[config.mk]
export PLATFORM = sky130hd
export DESIGN_NAME = cv32e40s_lsu_write_buffer
export DESIGN_NICKNAME = d
export VERILOG_FILES = /design/src/rtl/cv32e40s_lsu_write_buffer.sv
export SDC_FILE = /design/constraint.sdc
export NUM_CORES = 1
export LEC_CHECK = 0
export ABC_AREA = 1
export BUFFER_PORTS_ARGS = -buffer_cell sky130_fd_sc_hd__buf_4
export CAP_MARGIN = 5
export CORE_ASPECT_RATIO = 0.9
export CORE_MARGIN = 3
export CORE_UTILIZATION = 49
export CTS_CLUSTER_DIAMETER = 200
export DETAILED_ROUTE_END_ITERATION = 10
export PLACE_DENSITY_LB_ADDON = 0.12
export SYNTH_ARGS = -nofsm -noshare
export SYNTH_HDL_FRONTEND = slang
export SYNTH_SLANG_ARGS = --single-unit
[constraint.sdc]
create_clock -name clk -period 2 [get_ports clk]
set_input_delay 0.2 -clock clk [delete_from_list [all_inputs] [get_ports clk]]
set_output_delay 0.2 -clock clk [all_outputs]
set_load 0.01 [all_outputs]
[src/rtl/cv32e40s_lsu_write_buffer.sv]
// cv32e40s_lsu_write_buffer: in-order FIFO that absorbs bufferable stores between the response filter and the OBI bus
package cv32e40s_lsu_write_buffer_pkg;
   typedef struct packed {
      logic [31:0] addr;
      logic        we;
      logic [3:0]  be;
      logic [31:0] wdata;
      logic [1:0]  memtype;
      logic [2:0]  prot;
   } obi_data_req_t;
endpackage

module cv32e40s_lsu_write_buffer
   import cv32e40s_lsu_write_buffer_pkg::*;
#(
   parameter int DEPTH     = 2,
   parameter int CNT_WIDTH = $clog2(DEPTH + 1)
) (
   input  logic                 clk,
   input  logic                 rst_n,
   input  logic                 valid_i,
   input  obi_data_req_t        trans_i,
   output logic                 ready_o,
   output logic                 valid_o,
   output obi_data_req_t        trans_o,
   input  logic                 ready_i,
   output logic [CNT_WIDTH-1:0] cnt_o,
   output logic                 empty_o,
   output logic                 full_o
);
   localparam int PTR_W = DEPTH > 1 ? $clog2(DEPTH) : 1;

   obi_data_req_t        entries [DEPTH];
   logic [PTR_W-1:0]     wptr, rptr;
   logic [CNT_WIDTH-1:0] cnt;
   logic                 buf_store, empty, has_room, push, pop;

   // Passthrough while empty, otherwise drive the head; room is judged on registered cnt to keep ready_i off ready_o
   always_comb begin
      buf_store = trans_i.we && trans_i.memtype[0];
      empty     = cnt == '0;
      has_room  = cnt < CNT_WIDTH'(DEPTH);
      push      = rst_n && valid_i && buf_store && (empty ? !ready_i : has_room);
      pop       = !empty && ready_i;
      valid_o   = rst_n && (empty ? valid_i : 1'b1);
      trans_o   = !rst_n ? '0 : empty ? trans_i : entries[rptr];
      ready_o   = rst_n && (buf_store ? has_room : (empty && ready_i));
      cnt_o     = cnt;
      empty_o   = empty;
      full_o    = !has_room;
   end

   // Storage, pointers and occupancy
   always_ff @(posedge clk or negedge rst_n) begin
      if (!rst_n) begin
         cnt  <= '0;
         wptr <= '0;
         rptr <= '0;
         for (int i = 0; i < DEPTH; i++) entries[i] <= '0;
      end else begin
         if (push) begin
            entries[wptr] <= trans_i;
            wptr          <= wptr == PTR_W'(DEPTH - 1) ? '0 : wptr + 1'b1;
         end
         if (pop) rptr <= rptr == PTR_W'(DEPTH - 1) ? '0 : rptr + 1'b1;
         cnt <= cnt + CNT_WIDTH'(push) - CNT_WIDTH'(pop);
      end
   end

   a_cnt_bound: assert property (@(posedge clk) disable iff (!rst_n) cnt <= CNT_WIDTH'(DEPTH));
   a_obi_stable: assert property (@(posedge clk) disable iff (!rst_n) valid_o && !ready_i |=> $stable(trans_o));
   a_no_push_full: assert property (@(posedge clk) disable iff (!rst_n) push |-> has_room);
endmodule

==> reports/metrics.cfg, run 1 <==
[outcome]
status=finished with violations
violated_checks=hold timing

[place]
port_buffers=157
placed_cell_area_mm2=0.00933
place.gp.congestion=0.776
place.detailed.hpwl_um=13100
place_inst=1304

[power_and_ir_drop]
cellPowerDensity_mw_per_mm2=1630
worst_ir_drop_vdd_uv=1180
report.power.total_mw=16.6
clock_power_share=0.200
power.sequential.fraction=0.317
power_report.internal_total_mw=10.0
switching_power_mw=6.62
netSwitchingFraction=0.398
static-leakage-power_nw=5.12
comb_power_share=0.483

[clocking]
clock_tree_from_tritoncts=built
ctsHoldBuffers=1
clk_latency_ns=0.43
clkSinkCount=152
htree_num_levels=4
clkTransAtPathRegs_ns=0.06
cts.path.max_buffers=2
cts_made_buffers=17
clock_tree.root_cell=sky130_fd_sc_hd__clkbuf_16

[sta]
maxSlewViolCount=0
timing.fmax_ghz=0.505
max_slew.worst_pin.slew_ns=0.634
grt_setup_unrepaired=yes
clock_skew_ns=0.00881
holdWs_ns=-0.171
report.final.hold_viol_count=124
relSlewSlack=0.577
minimum_period_implied_by_the_final_worst_setup_slack_ns=1.98
finalSetupViolCount=0
layout_worst_path_cycle_share=0.989

[finish]
multi_input_area_mm2=0.00378
final_non_filler_cells=1345
fillerInstances=1392
design.final.nets=1210
num_antenna_cells=0
area_of_all_placed_cells_without_fillers_mm2=0.0102
area.growth.synth_to_final_pct=27.6
seqCellArea_mm2=0.00381
final_layout_size_suffix_gt1_frac=0.276

[logic_synthesis]
yosys.cell_count.top_type=sky130_fd_sc_hd__nand2_1
yosys.area.top_type=sky130_fd_sc_hd__dfrtp_1
yosys_most_used_dff=sky130_fd_sc_hd__dfrtp_1
synthArstFlopShare=1.00
synth_nets=1101
postSynthAreaPerCell_um2=7.80
post_synth_inst_count=1022
synth_common_cells=305 x sky130_fd_sc_hd__nand2_1, 152 x sky130_fd_sc_hd__dfrtp_1, 148 x sky130_fd_sc_hd__o21ai_0
synth_top_area_share=0.477
syn-cell-area_mm2=0.00797
synth-warning-count=0
synth_enable_flop_cells=0
netlist-cell-type-count=20
synth.area.top_cells=sky130_fd_sc_hd__dfrtp_1 48%, sky130_fd_sc_hd__nand2_1 14%, sky130_fd_sc_hd__nand4_1 11%
synth.yosys.seq_area_share=0.477
synth-seq-cells=152

[detailed_routing]
drtIter0Drc=681
drt-total-wl_um=24200
wirelength_per_cell_um=18.0
postRouteAntennaNets=0
routed_via_density=5.80
number_of_remaining_drc_errors=0
vias=7796
firstDrtPassIters=5

[floorplan]
rows=43
initial_core_util=0.509
design.die.area_mm2=0.0178
die_h_um=127
io_pins=158
die_w_um=140
core-area_mm2=0.0157

[global_route]
vias_in_the_first_global_route=7125
initial_antenna_violation_count=0
overflow=0
grt_first_pass_wirelength_um=38100
grt_usage=0.263
grt_start_max_net_pins=117

[min_path]
min-delay-path-class=in2async

[critical_path]
critical_path_required_ns=1.80
critical_path_class=reg2out
critPathArrivalTime_ns=1.78
crit_path_max_fanout=37
timing.critical_path.to_type=output port
timing.critical_path.from_type=flop

[run]
timing.max_cap.violations=0

[final timing paths]
| path | depth (start not counted) | start | slack (ns) | to |
|---|---|---|---|---|
| hold reg to reg | 2 | entries[3] | 0.45 | entries[3] |
| hold / removal | 2 | rst_n | -0.17 | entries[42] |
| max in group asynchronous | 3 | rst_n | 1.71 | entries[36] |
| setup reg to reg | 7 | cnt_o[1] | 0.20 | entries[101] |
| min in group clk | 3 | trans_i[6] | 0.04 | entries[80] |
| setup / recovery | 5 | rptr | 0.02 | trans_o[23] |
[registers in the layout, summed over array words and instances (netlist names)]
| name | cells |
|---|---|
| cnt_o | 2 |
| entries | 148 |
| rptr | 1 |
| wptr | 1 |
[cell usage in the layout (no fill, tap or decap), types with 2 or more instances in the layout]
master	netlist	layout
sky130_fd_sc_hd__nand2_1	305	304
sky130_fd_sc_hd__buf_4	1	174
sky130_fd_sc_hd__dfrtp_1	152	148
sky130_fd_sc_hd__nand4_1	144	144
sky130_fd_sc_hd__o21ai_0	148	102
sky130_fd_sc_hd__nand3_1	78	76
sky130_fd_sc_hd__or2_2	72	72
sky130_fd_sc_hd__o21ai_1	0	37
sky130_fd_sc_hd__clkbuf_16	0	19
sky130_fd_sc_hd__buf_12	0	11
sky130_fd_sc_hd__o21ai_2	0	9
sky130_fd_sc_hd__inv_1	9	8
sky130_fd_sc_hd__clkbuf_8	0	5
sky130_fd_sc_hd__dfrtp_2	0	4
sky130_fd_sc_hd__inv_2	2	3
sky130_fd_sc_hd__clkbuf_1	59	3
sky130_fd_sc_hd__bufinv_16	0	3
sky130_fd_sc_hd__buf_6	0	3
sky130_fd_sc_hd__nor2_4	0	2
sky130_fd_sc_hd__nand3_4	0	2
sky130_fd_sc_hd__clkinv_2	0	2
sky130_fd_sc_hd__buf_16	0	2
[power groups by stage]
| stage | sequential [mW] | combinational [mW] | clock (mW) |
|---|---|---|---|
| global placement | 5.25 | 7.25 | 0 |
| global route | 5.44 | 8.84 | 3.49 |
| finish | 5.26 | 8.03 | 3.32 |
| CTS | 5.24 | 7.65 | 3.35 |
| floorplan | 5.07 | 4.51 | 0 |
| detailed placement | 5.29 | 7.34 | 0 |
[metrics by stage]
stage / util / TNS [ns] / setup slack [ns]
after CTS: 0.643 / -0.00968 / -0.00968
after detailed placement: 0.596 / 0 / 0.225
after floorplan: - / 0 / 0.355
after global placement: 0.596 / 0 / 0.280
after global routing: 0.649 / -0.676 / -0.0599
final: 0.649 / 0 / 0.0214
[what timing repair did]
action	in CTS	in global routing
hold endpoints to repair	152	124
buffers inserted	3	2
resized for setup	17	49
gates cloned	2	2
pin swaps	1	1
endpoints found under the setup margin	75	69
[critical path, stage by stage (launching register included)]
cell and delay (ns):
sky130_fd_sc_hd__dfrtp_2 0.47, sky130_fd_sc_hd__buf_12 0.20, sky130_fd_sc_hd__or2_2 0.30, sky130_fd_sc_hd__o21ai_1 0.15, sky130_fd_sc_hd__o21ai_1 0.09, sky130_fd_sc_hd__buf_4 0.14
[final cells by class]
cell class,instances,area share
well taps,202,0.0249
clock buffers,24,0.0484
flip-flops and latches,152,0.375
clock inverters,7,0.0114
multi-input cells,756,0.372
repair buffers,193,0.165
inverters,11,0.00406
[layer usage]
layer / part of all wire / GRT usage
met1: 0.45 / 0.384
met4: 0.017 / 0.0724
met2: 0.46 / 0.397
met5: 0 / 0
met3: 0.077 / 0.0584
[cell families after synthesis]
kind of cell / after synthesis / synth area share
buffers and inverters: 114 / 0.0596
and+or+nand+nor: 603 / 0.365
adders and majority gates: 1 / 0.00157
AOI/OAI and AO/OA: 150 / 0.0948
xor gates and xnor gates: 2 / 0.00220
DFF: 152 / 0.477
Power figures use the tool's default switching activity.
==> run 2, diff against run 1 <==
Settings changed: ABC_AREA 1 to unset.
==> run 2 against run 1 <==
- the run now ends clean
- critical path type unchanged
- clock-buffer cell count decreased by 3
- worst hold slack improved by 0.18 ns
- setup slack got worse by 0.014 ns
- power decreased by 7.6%
- sequential power increased by 4.8%
- non-clock buffer count increased by 3
- global-route usage decreased by 5.1 points
- clock power decreased by 5%
- die area decreased by 5.4%
==> reports/metrics.cfg, run 2 <==
[sta]
layout_worst_path_cycle_share=0.996
minimum_period_implied_by_the_final_worst_setup_slack_ns=1.99
setup_total_negative_slack_ns=0
grt_setup_unrepaired=yes
finalSetupViolCount=0
max_slew.worst_pin.slew_ns=0.746
timing.fmax_ghz=0.502
clock_skew_ns=0.0181
relSlewSlack=0.503
report.final.hold_viol_count=0
maxSlewViolCount=0

[place]
place.detailed.hpwl_um=10800
placed_cell_area_mm2=0.00893
place.gp.congestion=0.753
port_buffers=157

[logic_synthesis]
netlist-cell-type-count=26
syn-cell-area_mm2=0.00752
synth_top_area_share=0.506
synth_enable_flop_cells=0
synth_nets=664
postSynthAreaPerCell_um2=12.9
synth.yosys.seq_area_share=0.506
yosys.area.top_type=sky130_fd_sc_hd__dfrtp_1
yosys.cell_count.top_type=sky130_fd_sc_hd__dfrtp_1
synthArstFlopShare=1.00
synth.area.top_cells=sky130_fd_sc_hd__dfrtp_1 51%, sky130_fd_sc_hd__mux2_4 12%, sky130_fd_sc_hd__mux2i_1 10%
synth_common_cells=152 x sky130_fd_sc_hd__dfrtp_1, 76 x sky130_fd_sc_hd__nand2_1, 76 x sky130_fd_sc_hd__o21ai_0
post_synth_inst_count=585
synth-seq-cells=152
yosys_most_used_dff=sky130_fd_sc_hd__dfrtp_1
synth-warning-count=0

[floorplan]
design.die.area_mm2=0.0169
die_h_um=124
core-area_mm2=0.0149
initial_core_util=0.506
io_pins=158
die_w_um=137
rows=42

[finish]
biggest_register=entries
num_antenna_cells=0
final_common_cell=sky130_fd_sc_hd__buf_4
fillerInstances=1063
design.final.nets=837
area_of_all_placed_cells_without_fillers_mm2=0.0100
largest_register_ffs=148
area.growth.synth_to_final_pct=33.1
seqCellArea_mm2=0.00381
multi_input_area_mm2=0.00359
final_layout_size_suffix_gt1_frac=0.463
top_library_cells_by_usage_in_the_layout_fill_and_taps_aside=166 x sky130_fd_sc_hd__buf_4, 151 x sky130_fd_sc_hd__dfrtp_1, 75 x sky130_fd_sc_hd__mux2i_1, 58 x sky130_fd_sc_hd__mux2_1, 58 x sky130_fd_sc_hd__mux2_4

[critical_path]
critical_path.cell_chain=buf_4, nor2_4, buf_12, clkbuf_16, nand2_2, o21ai_1, buf_4
cpMostUsedCell=sky130_fd_sc_hd__buf_4
cp-endpoint=trans_o[41]
path_delay_family=buffers and inverters
timing.critical_path.from_type=flop
crit-reg2reg-capture=entries[147]
critical_path_required_ns=1.80
crit_path_max_fanout=8
critPathArrivalTime_ns=1.79
timing.critical_path.to_type=output port
crit_start=cnt_o[0]
slowest_stage=sky130_fd_sc_hd__dfrtp_1
critical_path_class=reg2out
critical_path_cell_count=7
timing.rr.start=cnt_o[1]
cp_slowest_stage_delay_ns=0.38
critical_path.n_buffers_inverters=4
timing.reg2reg.setup_slack_ns=0.09
worst_r2r_path_depth=5

[detailed_routing]
wirelength_per_cell_um=19.8
drt-total-wl_um=19200
drtIter0Drc=213
firstDrtPassIters=4
number_of_remaining_drc_errors=0
postRouteAntennaNets=0
routed_via_density=5.34
vias=5174

[clocking]
clk_latency_ns=0.42
cts.path.max_buffers=2
clkSinkCount=152
clock_tree_from_tritoncts=built
clock_tree.root_cell=sky130_fd_sc_hd__clkbuf_16
clkTransAtPathRegs_ns=0.06
htree_num_levels=4
cts_made_buffers=17

[global_route]
vias_in_the_first_global_route=5311
grt_first_pass_wirelength_um=27400
grt_start_max_net_pins=140
overflow=0
grt_usage=0.212
initial_antenna_violation_count=0

[outcome]
status=finished, final reports clean

[power_and_ir_drop]
cellPowerDensity_mw_per_mm2=1530
static-leakage-power_nw=5.02
worst_ir_drop_vdd_uv=770

[min_path]
min-delay-path-class=in2reg

[run]
timing.max_cap.violations=0

==> run 2: final cells by class <==
class                      instances  area share
clock buffer                      21      0.0460
sequential                       152       0.380
tap                              198      0.0248
timing repair buffer             196       0.178
clock inverter                    11      0.0124
multi-input combinational        391       0.359
==> run 2: worst min path at each step <==
stage,from,endpoint,depth (start not counted)
floorplan,rst_n,cnt_o[0],0
global route,trans_i[24],entries[98],2
global placement,rst_n,entries[1],2
CTS,trans_i[62],entries[136],2
finish,trans_i[24],entries[98],2
detailed placement,rst_n,entries[75],2
==> run 2: power by group <==
group | leakage (nW) | internal [mW] | switching (mW)
Clock | 0.267 | 1.90 | 1.26
Sequential | 1.96 | 4.63 | 0.880
Combinational | 2.80 | 3.77 | 2.91
==> run 2: per-layer routing <==
layer | track usage | part of all wire | routed length (µm)
met3 | 0.0627 | 0.057 | 1090
met2 | 0.353 | 0.48 | 9290
met4 | 0.0542 | 0.0082 | 157
met1 | 0.271 | 0.45 | 8660
met5 | 0 | 0 | 0
==> run 2: repair_timing <==
item | in CTS | in global routing
pin swaps | 0 | 7
endpoints found under the hold margin | 74 | 0
gates resized for setup | 4 | 82
gates cloned | 1 | 9
buffers inserted | 3 | 4
setup endpoints to repair | 68 | 70
hold buffers | 4 | 0
==> run 2: cells by family after synthesis <==
logic type	Yosys count	synth area share
multiplexers	219	0.344
flip-flops	152	0.506
AND/OR/NAND/NOR	88	0.0509
AO/OA/AOI/OAI	80	0.0541
buffers and inverters	42	0.0396
XOR/XNOR	3	0.00349
adder cells (fa/ha/maj)	1	0.00166
==> run 2: per-stage QoR <==
stage               utilization  hold slack, ns  setup slack, ns  total power [mW]  cells
floorplan                     -         -0.0956            0.294              9.05    585
global placement          0.601           0.219            0.255              11.2    916
detailed placement        0.601           0.225            0.209              11.4    916
CTS                       0.647        0.000109          -0.0248              14.8    956
global route              0.673         0.00277          -0.0625              16.2    969
finish                    0.673          0.0108          0.00715              15.4    969
